===== src/rtl/seg_display_arbiter_pkg.sv =====
// Shared types and width helpers for the seven-segment display arbiter.
package disp_arb_pkg;

  typedef enum logic [1:0] {IDLE, SHOW, BLANK} arb_state_t;

  function automatic int id_width(input int n);
    return (n > 1) ? $clog2(n) : 1;
  endfunction

  function automatic int timer_width(input int dwell, input int gap);
    int m;
    m = (dwell > gap) ? dwell : gap;
    return $clog2(m) + 1;
  endfunction

endpackage


===== src/rtl/seg_display_arbiter_if.sv =====
// Requester/display bundle: master = requester side, slave = arbiter side.
interface seg_display_arbiter_if #(parameter int N_REQ = 4);
  import disp_arb_pkg::*;

  localparam int IDW = id_width(N_REQ);

  logic [N_REQ-1:0]       req;
  logic [N_REQ-1:0][15:0] data_in;
  logic [15:0]            disp_data;
  logic                   disp_blank;
  logic [N_REQ-1:0]       grant;
  logic [IDW-1:0]         owner_id;

  modport master (output req, data_in,
                  input  disp_data, disp_blank, grant, owner_id);
  modport slave  (input  req, data_in,
                  output disp_data, disp_blank, grant, owner_id);
endinterface


===== src/rtl/seg_display_arbiter_rr_pick.sv =====
// Combinational round-robin picker: first set request scanning from ptr upward, wrapping.
module rr_pick
  import disp_arb_pkg::*;
#(
  parameter int N_REQ = 4,
  parameter int IDW   = 2
) (
  input  logic [N_REQ-1:0] req,
  input  logic [IDW-1:0]   ptr,
  output logic             any,
  output logic [IDW-1:0]   sel
);

  localparam logic [IDW:0] NR = (IDW+1)'(N_REQ);

  logic [2*N_REQ-1:0] dbl;
  logic [N_REQ-1:0]   rot;
  logic [IDW:0]       sum;

  assign dbl = {req, req};
  assign rot = N_REQ'(dbl >> ptr);

  // Descending scan so the lowest rotated position (closest to ptr) wins.
  always_comb begin
    any = 1'b0;
    sel = '0;
    sum = '0;
    for (int i = N_REQ - 1; i >= 0; i--) begin
      if (rot[i]) begin
        any = 1'b1;
        sum = {1'b0, ptr} + (IDW+1)'(i);
        if (sum >= NR) sum = sum - NR;
        sel = sum[IDW-1:0];
      end
    end
  end

endmodule


===== src/rtl/seg_display_arbiter.sv =====
// Round-robin owner of the 4-digit display with minimum dwell and a blank gap between owners.
// Grant rises one cycle after pick, disp_data tracks owner data with one cycle lag; no backpressure.
module seg_display_arbiter
  import disp_arb_pkg::*;
#(
  parameter int          N_REQ        = 4,
  parameter int          DWELL        = 50_000_000,
  parameter int          BLANK_CYCLES = 5_000_000,
  parameter logic [15:0] IDLE_VALUE   = 16'h0000
) (
  input logic                  clk,
  input logic                  rst,
  seg_display_arbiter_if.slave bus
);

  localparam int IDW = id_width(N_REQ);
  localparam int TW  = timer_width(DWELL, BLANK_CYCLES);

  localparam logic [TW-1:0]  DWELL_LAST = TW'(DWELL - 1);
  localparam logic [TW-1:0]  BLANK_LAST = TW'(BLANK_CYCLES - 1);
  localparam logic [IDW-1:0] LAST_ID    = IDW'(N_REQ - 1);

  arb_state_t       state;
  logic [TW-1:0]    timer;
  logic [IDW-1:0]   ptr;
  logic [IDW-1:0]   owner;
  logic [N_REQ-1:0] grant_q;
  logic [15:0]      data_q;
  logic             blank_q;

  logic             pick_any;
  logic [IDW-1:0]   pick_sel;
  logic             owner_req;
  logic             others;
  logic             dwell_done;
  logic             leave;

  rr_pick #(.N_REQ(N_REQ), .IDW(IDW)) u_pick (
    .req (bus.req),
    .ptr (ptr),
    .any (pick_any),
    .sel (pick_sel)
  );

  assign owner_req  = bus.req[owner];
  assign others     = |(bus.req & ~grant_q);
  assign dwell_done = (timer == DWELL_LAST);
  // Early release and dwell preemption collapse into one exit.
  assign leave      = !owner_req || (dwell_done && others);

  always_ff @(posedge clk or posedge rst) begin
    if (rst) begin
      state   <= IDLE;
      timer   <= '0;
      ptr     <= '0;
      owner   <= '0;
      grant_q <= '0;
      data_q  <= IDLE_VALUE;
      blank_q <= 1'b1;
    end else begin
      case (state)
        IDLE: begin
          if (pick_any) begin
            state   <= SHOW;
            grant_q <= N_REQ'(1) << pick_sel;
            owner   <= pick_sel;
            blank_q <= 1'b0;
            timer   <= '0;
          end
        end
        SHOW: begin
          if (leave) begin
            state   <= BLANK;
            grant_q <= '0;
            blank_q <= 1'b1;
            data_q  <= IDLE_VALUE;
            ptr     <= (owner == LAST_ID) ? '0 : owner + 1'b1;
            timer   <= '0;
          end else begin
            data_q <= bus.data_in[owner];
            if (!dwell_done) timer <= timer + 1'b1;
          end
        end
        BLANK: begin
          if (timer == BLANK_LAST) begin
            timer <= '0;
            if (pick_any) begin
              state   <= SHOW;
              grant_q <= N_REQ'(1) << pick_sel;
              owner   <= pick_sel;
              blank_q <= 1'b0;
            end else begin
              state <= IDLE;
            end
          end else begin
            timer <= timer + 1'b1;
          end
        end
        default: state <= IDLE;
      endcase
    end
  end

  assign bus.grant      = grant_q;
  assign bus.owner_id   = owner;
  assign bus.disp_data  = data_q;
  assign bus.disp_blank = blank_q;

endmodule

===== src/flat_wrapper.sv =====
// flat-port wrapper written by rule: the top's interface ports become plain ports
module seg_display_arbiter_flat import disp_arb_pkg::*;
#(
  parameter int          N_REQ        = 4,
  parameter int          DWELL        = 50_000_000,
  parameter int          BLANK_CYCLES = 5_000_000,
  parameter logic [15:0] IDLE_VALUE   = 16'h0000
)
  (clk, rst, bus_req, bus_data_in, bus_disp_data, bus_disp_blank, bus_grant, bus_owner_id);
  seg_display_arbiter_if #(.N_REQ(N_REQ)) bus_i ();
  input logic clk;
  input logic rst;
  input wire logic [$bits(bus_i.req)-1:0] bus_req;
  input wire logic [$bits(bus_i.data_in)-1:0] bus_data_in;
  output wire logic [$bits(bus_i.disp_data)-1:0] bus_disp_data;
  output wire logic [$bits(bus_i.disp_blank)-1:0] bus_disp_blank;
  output wire logic [$bits(bus_i.grant)-1:0] bus_grant;
  output wire logic [$bits(bus_i.owner_id)-1:0] bus_owner_id;
  assign bus_i.req = bus_req;
  assign bus_i.data_in = bus_data_in;
  assign bus_disp_data = bus_i.disp_data;
  assign bus_disp_blank = bus_i.disp_blank;
  assign bus_grant = bus_i.grant;
  assign bus_owner_id = bus_i.owner_id;
  seg_display_arbiter #(.N_REQ(N_REQ), .DWELL(DWELL), .BLANK_CYCLES(BLANK_CYCLES), .IDLE_VALUE(IDLE_VALUE)) u_core (.clk(clk), .rst(rst), .bus(bus_i));
endmodule

===== config.mk =====
export PLATFORM = sky130hd
export DESIGN_NAME = seg_display_arbiter_flat
export DESIGN_NICKNAME = d
export VERILOG_FILES = /design/src/rtl/seg_display_arbiter_pkg.sv /design/src/rtl/seg_display_arbiter_if.sv /design/src/rtl/seg_display_arbiter_rr_pick.sv /design/src/rtl/seg_display_arbiter.sv /design/src/flat_wrapper.sv
export SDC_FILE = /design/constraint.sdc
export NUM_CORES = 1
export LEC_CHECK = 0
export CAP_MARGIN = 10
export CORE_MARGIN = 2
export CORE_UTILIZATION = 45
export DETAILED_ROUTE_END_ITERATION = 7
export HOLD_SLACK_MARGIN = 0.08
export PLACE_DENSITY = 0.78
export SLEW_MARGIN = 20
export SYNTH_ARGS = -nofsm -noshare
export SYNTH_HDL_FRONTEND = slang
export SYNTH_SLANG_ARGS = --single-unit

===== constraint.sdc =====
create_clock -name clk -period 3.8 [get_ports clk]
set_clock_uncertainty 0.15 [all_clocks]
set_input_delay 1.14 -clock clk [delete_from_list [all_inputs] [get_ports clk]]
set_output_delay 1.14 -clock clk [all_outputs]
set_load 0.01 [all_outputs]

==> results of run 1 <==
==> worst paths after layout <==
path                                                 startpoint                                   end  slack [ns]  depth (start not counted)
max                                                  bus_req[3]           u_core.timer[0]$_DFFE_PP0P_        0.51                          8
min                        u_core.bus.disp_data[15]$_DFFE_PP0P_  u_core.bus.disp_data[15]$_DFFE_PP0P_        0.37                          1
max reg2reg                  u_core.bus.owner_id[1]$_DFFE_PP0P_           u_core.timer[0]$_DFFE_PP0P_        0.88                          7
min reg2reg                u_core.bus.disp_data[15]$_DFFE_PP0P_  u_core.bus.disp_data[15]$_DFFE_PP0P_        0.37                          1
max in group asynchronous                                   rst     u_core.bus.disp_blank$_DFFE_PP1P_        1.85                          3
min in group asynchronous                                   rst          u_core.timer[18]$_DFFE_PP0P_        1.03                          2
==> power breakdown <==
part	internal, mW	switching (mW)	total (mW)	leakage (nW)
clock network	0.137	0.208	0.345	0.0502
logic	0.765	0.596	1.36	1.25
registers	0.696	0.128	0.824	0.723
==> cell families (layout without fill, tap and decap cells) <==
group	count (synthesis)	in the layout
adders and majority gates	6	6
muxes	28	28
buffers and inverters	30	120
AOI/OAI and AO/OA	82	82
DFF	54	54
and+or+nand+nor	109	109
==> flip-flops by register name, indices dropped and copies added (netlist names) <==
register               cells
u_core.timer              27
u_core.bus.disp_blank      1
u_core.ptr                 2
u_core.bus.grant           4
u_core.bus.owner_id        2
u_core.state               2
u_core.bus.disp_data      16
==> routing by layer <==
| layer | part of all wire | global-route usage | vias up | wire length [um] |
|---|---|---|---|---|
| met1 | 0.43 | 0.299 | 1454 | 3830 |
| met5 | 0 | 0 | - | 0 |
| met4 | 0.0099 | 0.0474 | 0 | 87 |
| met2 | 0.49 | 0.369 | 123 | 4290 |
| met3 | 0.069 | 0.0501 | 11 | 604 |
| li1 | - | - | 1362 | - |
==> area by class of cell <==
class / count / area, um^2 / share of cell area
sequential: 54 / 1350 / 0.301
timing repair buffer: 99 / 986 / 0.220
multi-input combinational: 225 / 1880 / 0.419
clock buffer: 5 / 68.8 / 0.0153
clock inverter: 3 / 28.8 / 0.00641
tap: 99 / 124 / 0.0276
inverter: 13 / 48.8 / 0.0109
==> worst max-delay path, cell delays in order <==
cell and delay (ns):
clkdlybuf4s50_1 0.57, mux4_2 0.30, and2_1 0.15, nand2_1 0.07
o2bb2ai_2 0.47, nor2b_1 0.20, buf_4 0.28, mux2_2 0.20
==> placed cells by master, fill, tap and decap left out, types with 7 or more instances in the layout <==
master,instances
a21o_1,18
a22o_1,37
clkdlybuf4s50_1,92
dfrtp_1,53
inv_1,11
mux4_2,17
nand2_1,18
nand3_1,12
nand4_1,7
nor2_1,24
nor3_1,7
==> metrics by stage <==
step | hold slack, ns | power [mW]
6_report | 0.366 | 2.53
5_1_grt | 0.394 | 2.69
4_1_cts | 0.374 | 2.55
3_5_place_dp | 0.345 | 2.20
3_3_place_gp | 0.343 | 2.16
2_1_floorplan | 0.344 | 1.76
==> impl_metrics.ini, run 1 <==
[global_routing]
gr-usage-all-layers = 0.222
grt_pass1_vias = 2861
antenna_found_initial = 0
grt_max_degree = 31
overflow = 0
grt_pass1_wl_mm = 14.8

[timing]
layout_setup_ws_ns = 0.511
period_minus_slack_ns = 3.29
rsz0062_at_grt = false
slew_headroom = 0.411
setup_tns_ns = 0
hold_violations = 0
worst_pin_slew_ns = 0.883
slew_violations = 0
fin_crit_sh = 0.866
fmax_mhz = 304
setup_violations = 0

[pwr]
leakage_nw = 2.02
p_per_area_mw_per_mm2 = 564
ir_worst_vdd_mv = 0.236

[yosys]
synth_compound_area_frac = 0.199
synth_fa_ha_area_frac = 0.0222
netlist_area_mm2 = 0.00338
synthArstFlopShare = 1.00
ys_warn_count = 0
synth_top_area_cell = dfrtp_1
yosys-top-cells-count = 53 x dfrtp_1, 37 x a22o_1, 24 x nor2_1, 18 x a21o_1, 18 x nand2_1
synth_top_area_frac = 0.393
avgSynthCellArea_um2 = 10.9
ys.flop_type = dfrtp_1
synth_edf_count = 0
synth.area.top_cells = dfrtp_1 39%, mux4_2 11%, a22o_1 9.6%
yosysMostFrequentCell = dfrtp_1
ys_types = 51
synthMuxAreaShare = 0.155
synthXorXnorAreaFrac = 0
synth_top_family_by_area = compound AO/OA/AOI/OAI gates
ys_seq_area_frac = 0.400
synth-seq-cells = 54
syn_nets = 385
netlist_instances = 309
synthSimpleGateAreaFrac = 0.180

[clock_tree]
cts_tree = yes
clock_path_buffers = 2
htreeDepth = 2
postCtsSetupBuffers = 0
cts_hold_buf = 0
clkLatencyLatePin_ns = 0.31
clkSlewWorstSetupHoldPaths_ns = 0.11
cts_root_buffer = clkbuf_8
cts_made_buffers = 5
cts_resized = 0
cts_sinks = 54

[cells_and_area]
nFillCells = 612
layout-drive-gt1-share = 0.140
fin_area_mm2 = 0.00449
final_util = 0.619
fin_nets = 474
instances_no_fill = 498
synthToLayoutAreaGrowth_pct = 32.9
n_antenna_cell = 0

[critical_path]
crit_arrival_ns = 3.40
endpoint_kind = flop
crit_type = in2reg
start_kind = input port
worstPathMaxFanout = 24
cp.required_ns = 3.91

[detailed_routing]
wire_per_inst_um = 17.7
ant_nets = 0
avgViaCountPerCell = 5.92
drt_iter0_drc = 184
routed_wl_mm = 8.81
vias = 2950
drc = 0
firstDrtPassIters = 4

[floorplanning]
io_pins = 93
die_h_um = 90.6
dieArea_mm2 = 0.00822
rows = 31
core-area_mm2 = 0.00725
initial_utilization = 0.466
chipWidth_um = 90.6

[placed_design]
postPlaceCellArea_mm2 = 0.00439
dp_slack_ns = 0.202
place_congestion = 0.904
io_buffers = 92
placed_cells = 490
place.detailed.hpwl_mm = 6.70

[job]
max-cap-violations = 0

[min_path]
hold_path.class = reg2reg

[outcome]
status = completed
Power figures use the tool's default switching activity.
==> run 2, diff against run 1 <==
--- a/config.mk
+++ b/config.mk
@@ -6,11 +6,10 @@
 export NUM_CORES = 1
 export LEC_CHECK = 0
 export CAP_MARGIN = 10
-export CORE_MARGIN = 2
-export CORE_UTILIZATION = 45
+export CORE_UTILIZATION = 40
 export DETAILED_ROUTE_END_ITERATION = 7
 export HOLD_SLACK_MARGIN = 0.08
-export PLACE_DENSITY = 0.78
+export PLACE_DENSITY_LB_ADDON = 0.25
 export SLEW_MARGIN = 20
 export SYNTH_ARGS = -nofsm -noshare
 export SYNTH_HDL_FRONTEND = slang
==> impl_metrics.ini, run 2 (synthesized netlist as in run 1, its figures left out) <==
[global_routing]
antenna_found_initial = 0
overflow = 0
gr-usage-all-layers = 0.193
grt_max_degree = 31
grt_pass1_vias = 2777
grt_pass1_wl_mm = 13.4

[timing]
hold_violations = 0
slew_violations = 0
fin_crit_sh = 0.881
setup_violations = 0
slew_headroom = 0.439
period_minus_slack_ns = 3.35
layout_setup_ws_ns = 0.453
worst_pin_slew_ns = 0.841
rsz0062_at_grt = false
whs_ns = 0.369
fmax_mhz = 299
setup_tns_ns = 0

[pwr]
ir_worst_vdd_mv = 0.225
p_per_area_mw_per_mm2 = 559
p_total_mw = 2.51
clock_power_share = 0.139
p_switching_mw = 0.911
p_comb_frac = 0.536
seq_power_share = 0.325
leakage_nw = 2.02
p_sw_frac = 0.363
power.internal_mw = 1.60

[detailed_routing]
avgViaCountPerCell = 5.60
drc = 0
ant_nets = 0
drt_iter0_drc = 154
vias = 2830
wire_per_inst_um = 16.3
firstDrtPassIters = 4
routed_wl_mm = 8.24

[min_path]
hold_path.class = reg2reg
min_path_cells = 1

[critical_path]
crit_arrival_ns = 3.46
crit_family = buffers and inverters
endpoint_kind = flop
worstPathMaxFanout = 24
critPathBufInv = 2
reg2reg_slack_ns = 0.86
cp_cell_sequence = clkdlybuf4s50_1, mux4_2, and2_1, nand2_1, o2bb2ai_2, nor2b_1, buf_4, mux2_2
start_kind = input port
cp.depth = 8
cp.required_ns = 3.91
r2r_cells = 7
cpMaxStageDelayCell = clkdlybuf4s50_1
slowest_delay_ns = 0.57
crit_type = in2reg

[floorplanning]
rows = 33
initial_utilization = 0.413
chipWidth_um = 93.9
die_h_um = 93.9
core-area_mm2 = 0.00818
io_pins = 93
dieArea_mm2 = 0.00882

[job]
max-cap-violations = 0

[placed_design]
postPlaceCellArea_mm2 = 0.00439
io_buffers = 92
dp_slack_ns = 0.154
place.detailed.hpwl_mm = 6.26
placed_cells = 497
place_congestion = 0.824

[cells_and_area]
fin_nets = 475
layout_commonest_cell = clkdlybuf4s50_1
n_antenna_cell = 0
nFillCells = 739
instances_no_fill = 505
final_util = 0.549
regMostFlops = u_core.timer
fin_area_mm2 = 0.00449
synthToLayoutAreaGrowth_pct = 32.9
layout-drive-gt1-share = 0.143
largest_register_ffs = 27
final_cell_mix = 92 x clkdlybuf4s50_1, 53 x dfrtp_1, 37 x a22o_1, 24 x nor2_1

[clock_tree]
htreeDepth = 2
cts_hold_buf = 0
cts_resized = 0
cts_root_buffer = clkbuf_8
postCtsSetupBuffers = 0
cts_made_buffers = 5
clkSlewWorstSetupHoldPaths_ns = 0.10
cts_sinks = 54
clkLatencyLatePin_ns = 0.32
clock_path_buffers = 2
cts_tree = yes

[outcome]
status = completed
run 2: worst paths after layout:
path                                                      start                                   end
min                        u_core.bus.disp_data[11]$_DFFE_PP0P_  u_core.bus.disp_data[11]$_DFFE_PP0P_
min reg2reg                u_core.bus.disp_data[11]$_DFFE_PP0P_  u_core.bus.disp_data[11]$_DFFE_PP0P_
max in group asynchronous                                   rst           u_core.timer[5]$_DFFE_PP0P_
max reg2reg                  u_core.bus.owner_id[1]$_DFFE_PP0P_           u_core.timer[0]$_DFFE_PP0P_
max                                                  bus_req[3]           u_core.timer[0]$_DFFE_PP0P_
min in group asynchronous                                   rst          u_core.timer[12]$_DFFE_PP0P_
run 2: final cells by class:
type | count | area (um^2) | share of cell area
Clock inverter | 3 | 28.8 | 0.00641
Sequential cell | 54 | 1350 | 0.301
Inverter | 13 | 48.8 | 0.0109
Multi-Input combinational cell | 225 | 1880 | 0.419
Clock buffer | 5 | 68.8 | 0.0153
Timing Repair Buffer | 100 | 981 | 0.218
Tap cell | 105 | 131 | 0.0293
run 2: power by group through the flow:
stage               registers, mW  clock network [mW]  logic (mW)
finish                      0.815               0.349        1.34
global route                0.834               0.387        1.46
CTS                         0.816               0.363        1.37
detailed placement          0.829                   0        1.36
global placement            0.824                   0        1.35
floorplan                   0.819                   0       0.942
run 2: routing by layer:
layer	share of wire	GRT usage	vias to the layer above	wire [um]
li1	-	-	1362	-
met1	0.43	0.246	1394	3530
met2	0.52	0.336	65	4250
met3	0.043	0.0332	9	351
met4	0.013	0.0564	0	110
met5	0	0	-	0
run 2: worst reg2reg max path, delay by kind of cell (launching register included):
family	cells	cell delay [ns]
AOI/OAI and AO/OA	1	0.52
buffers and inverters	1	0.28
DFF	1	0.90
muxes	2	0.61
and+or+nand+nor	3	0.43
==> run 3, diff against run 2 <==
--- a/config.mk
+++ b/config.mk
@@ -5,11 +5,13 @@
 export SDC_FILE = /design/constraint.sdc
 export NUM_CORES = 1
 export LEC_CHECK = 0
+export ABC_CLOCK_PERIOD_IN_PS = 3800
 export CAP_MARGIN = 10
 export CORE_UTILIZATION = 40
 export DETAILED_ROUTE_END_ITERATION = 7
 export HOLD_SLACK_MARGIN = 0.08
 export PLACE_DENSITY_LB_ADDON = 0.25
+export REMOVE_ABC_BUFFERS = 1
 export SLEW_MARGIN = 20
 export SYNTH_ARGS = -nofsm -noshare
 export SYNTH_HDL_FRONTEND = slang
==> impl_metrics.ini, run 3 (synthesized netlist as in run 1, its figures left out) <==
[critical_path]
endpoint_kind = flop
crit_type = in2reg
start_kind = input port
worstPathMaxFanout = 24
cp.required_ns = 3.89
crit_arrival_ns = 3.43

[placed_design]
place_congestion = 0.877
postPlaceCellArea_mm2 = 0.00440
place.detailed.hpwl_mm = 6.33
io_buffers = 92
dp_slack_ns = 0.145

[cells_and_area]
layout-drive-gt1-share = 0.140
final_cell_mix = 92 x clkdlybuf4s50_1, 53 x dfrtp_1, 37 x a22o_1, 24 x nor2_1
regMostFlops = u_core.timer
n_antenna_cell = 0
largest_register_ffs = 27
fin_nets = 474
final_util = 0.551
layout_commonest_cell = clkdlybuf4s50_1
fin_area_mm2 = 0.00451
synthToLayoutAreaGrowth_pct = 33.4
nFillCells = 727

[pwr]
p_per_area_mw_per_mm2 = 568
leakage_nw = 2.03
ir_worst_vdd_mv = 0.206

[timing]
slew_headroom = 0.445
fmax_mhz = 299
hold_violations = 0
slew_violations = 0
rsz0062_at_grt = false
setup_tns_ns = 0
whs_ns = 0.365
fin_crit_sh = 0.879
layout_setup_ws_ns = 0.458
setup_violations = 0
period_minus_slack_ns = 3.34
worst_pin_slew_ns = 0.833

[clock_tree]
postCtsSetupBuffers = 0
clkSlewWorstSetupHoldPaths_ns = 0.10
htreeDepth = 2
cts_hold_buf = 0
clock_path_buffers = 2
cts_sinks = 54
cts_tree = yes
clkLatencyLatePin_ns = 0.30
cts_resized = 0
cts_made_buffers = 5
cts_root_buffer = clkbuf_8

[detailed_routing]
drt_iter0_drc = 110
avgViaCountPerCell = 5.62
ant_nets = 0
firstDrtPassIters = 4
wire_per_inst_um = 16.8
routed_wl_mm = 8.45
drc = 0
vias = 2832

[global_routing]
grt_max_degree = 31
grt_pass1_vias = 2807
antenna_found_initial = 0
gr-usage-all-layers = 0.201
grt_pass1_wl_mm = 14.0
overflow = 0

[min_path]
hold_path.class = reg2reg

[floorplanning]
io_pins = 93
initial_utilization = 0.413
rows = 33
dieArea_mm2 = 0.00882
chipWidth_um = 93.9
core-area_mm2 = 0.00818
die_h_um = 93.9

[job]
max-cap-violations = 0

[outcome]
status = completed
[run 3: cell types whose count changed in the layout (fill, tap and decap cells not counted), sizes merged]
cell / before / now
inv: 14 / 12
bufinv: 0 / 1
buf: 8 / 7
clkinv: 2 / 3
[run 3: metrics by stage]
step	total power, mW	std cells
after floorplan	1.69	292
after global placement	2.17	496
after detailed placement	2.19	496
after CTS	2.59	504
after global routing	2.74	504
final	2.56	504
[run 3: metal layers]
| metal | global-route usage | vias up | share of wire |
|---|---|---|---|
| met5 | 0 | - | 0 |
| met4 | 0.0346 | 0 | 0.0037 |
| met3 | 0.0388 | 2 | 0.071 |
| met2 | 0.337 | 80 | 0.48 |
| met1 | 0.272 | 1393 | 0.45 |
| li1 | - | 1357 | - |
[run 3: critical path, cell delays in order]
cell	delay, ns
clkdlybuf4s50_1	0.57
mux4_2	0.30
and2_1	0.16
nand2_1	0.07
o2bb2ai_2	0.50
nor2b_1	0.20
buf_4	0.28
a221o_1	0.20
[run 3: cell type report]
cell class | instances | area, um^2 | share of cell area
sequential | 54 | 1350 | 0.300
timing repair buffer | 99 | 986 | 0.219
tap | 105 | 131 | 0.0292
clock inverter | 3 | 40.0 | 0.00888
clock buffer | 5 | 68.8 | 0.0153
multi-input combinational | 225 | 1880 | 0.417
inverter | 13 | 48.8 | 0.0108
[run 3: path summary, 6_finish.rpt]
kind / from / endpoint / slack, ns / cells past startpoint
worst max-delay path: bus_req[3] / u_core.timer[19]$_DFFE_PP0P_ / 0.46 / 8
worst min-delay path: u_core.bus.disp_data[12]$_DFFE_PP0P_ / u_core.bus.disp_data[12]$_DFFE_PP0P_ / 0.36 / 1
worst max register to register: u_core.bus.owner_id[1]$_DFFE_PP0P_ / u_core.timer[19]$_DFFE_PP0P_ / 0.89 / 7
worst min register to register: u_core.bus.disp_data[12]$_DFFE_PP0P_ / u_core.bus.disp_data[12]$_DFFE_PP0P_ / 0.36 / 1
max in group asynchronous: rst / u_core.bus.disp_blank$_DFFE_PP1P_ / 1.81 / 3
min in group asynchronous: rst / u_core.timer[18]$_DFFE_PP0P_ / 1.07 / 2
[run 3: where the power goes]
part	internal, mW	leakage [nW]	switching, mW	total [mW]
Combinational	0.764	1.25	0.593	1.36
Clock	0.194	0.0579	0.189	0.383
Sequential	0.696	0.723	0.124	0.820
Total	1.65	2.03	0.905	2.56
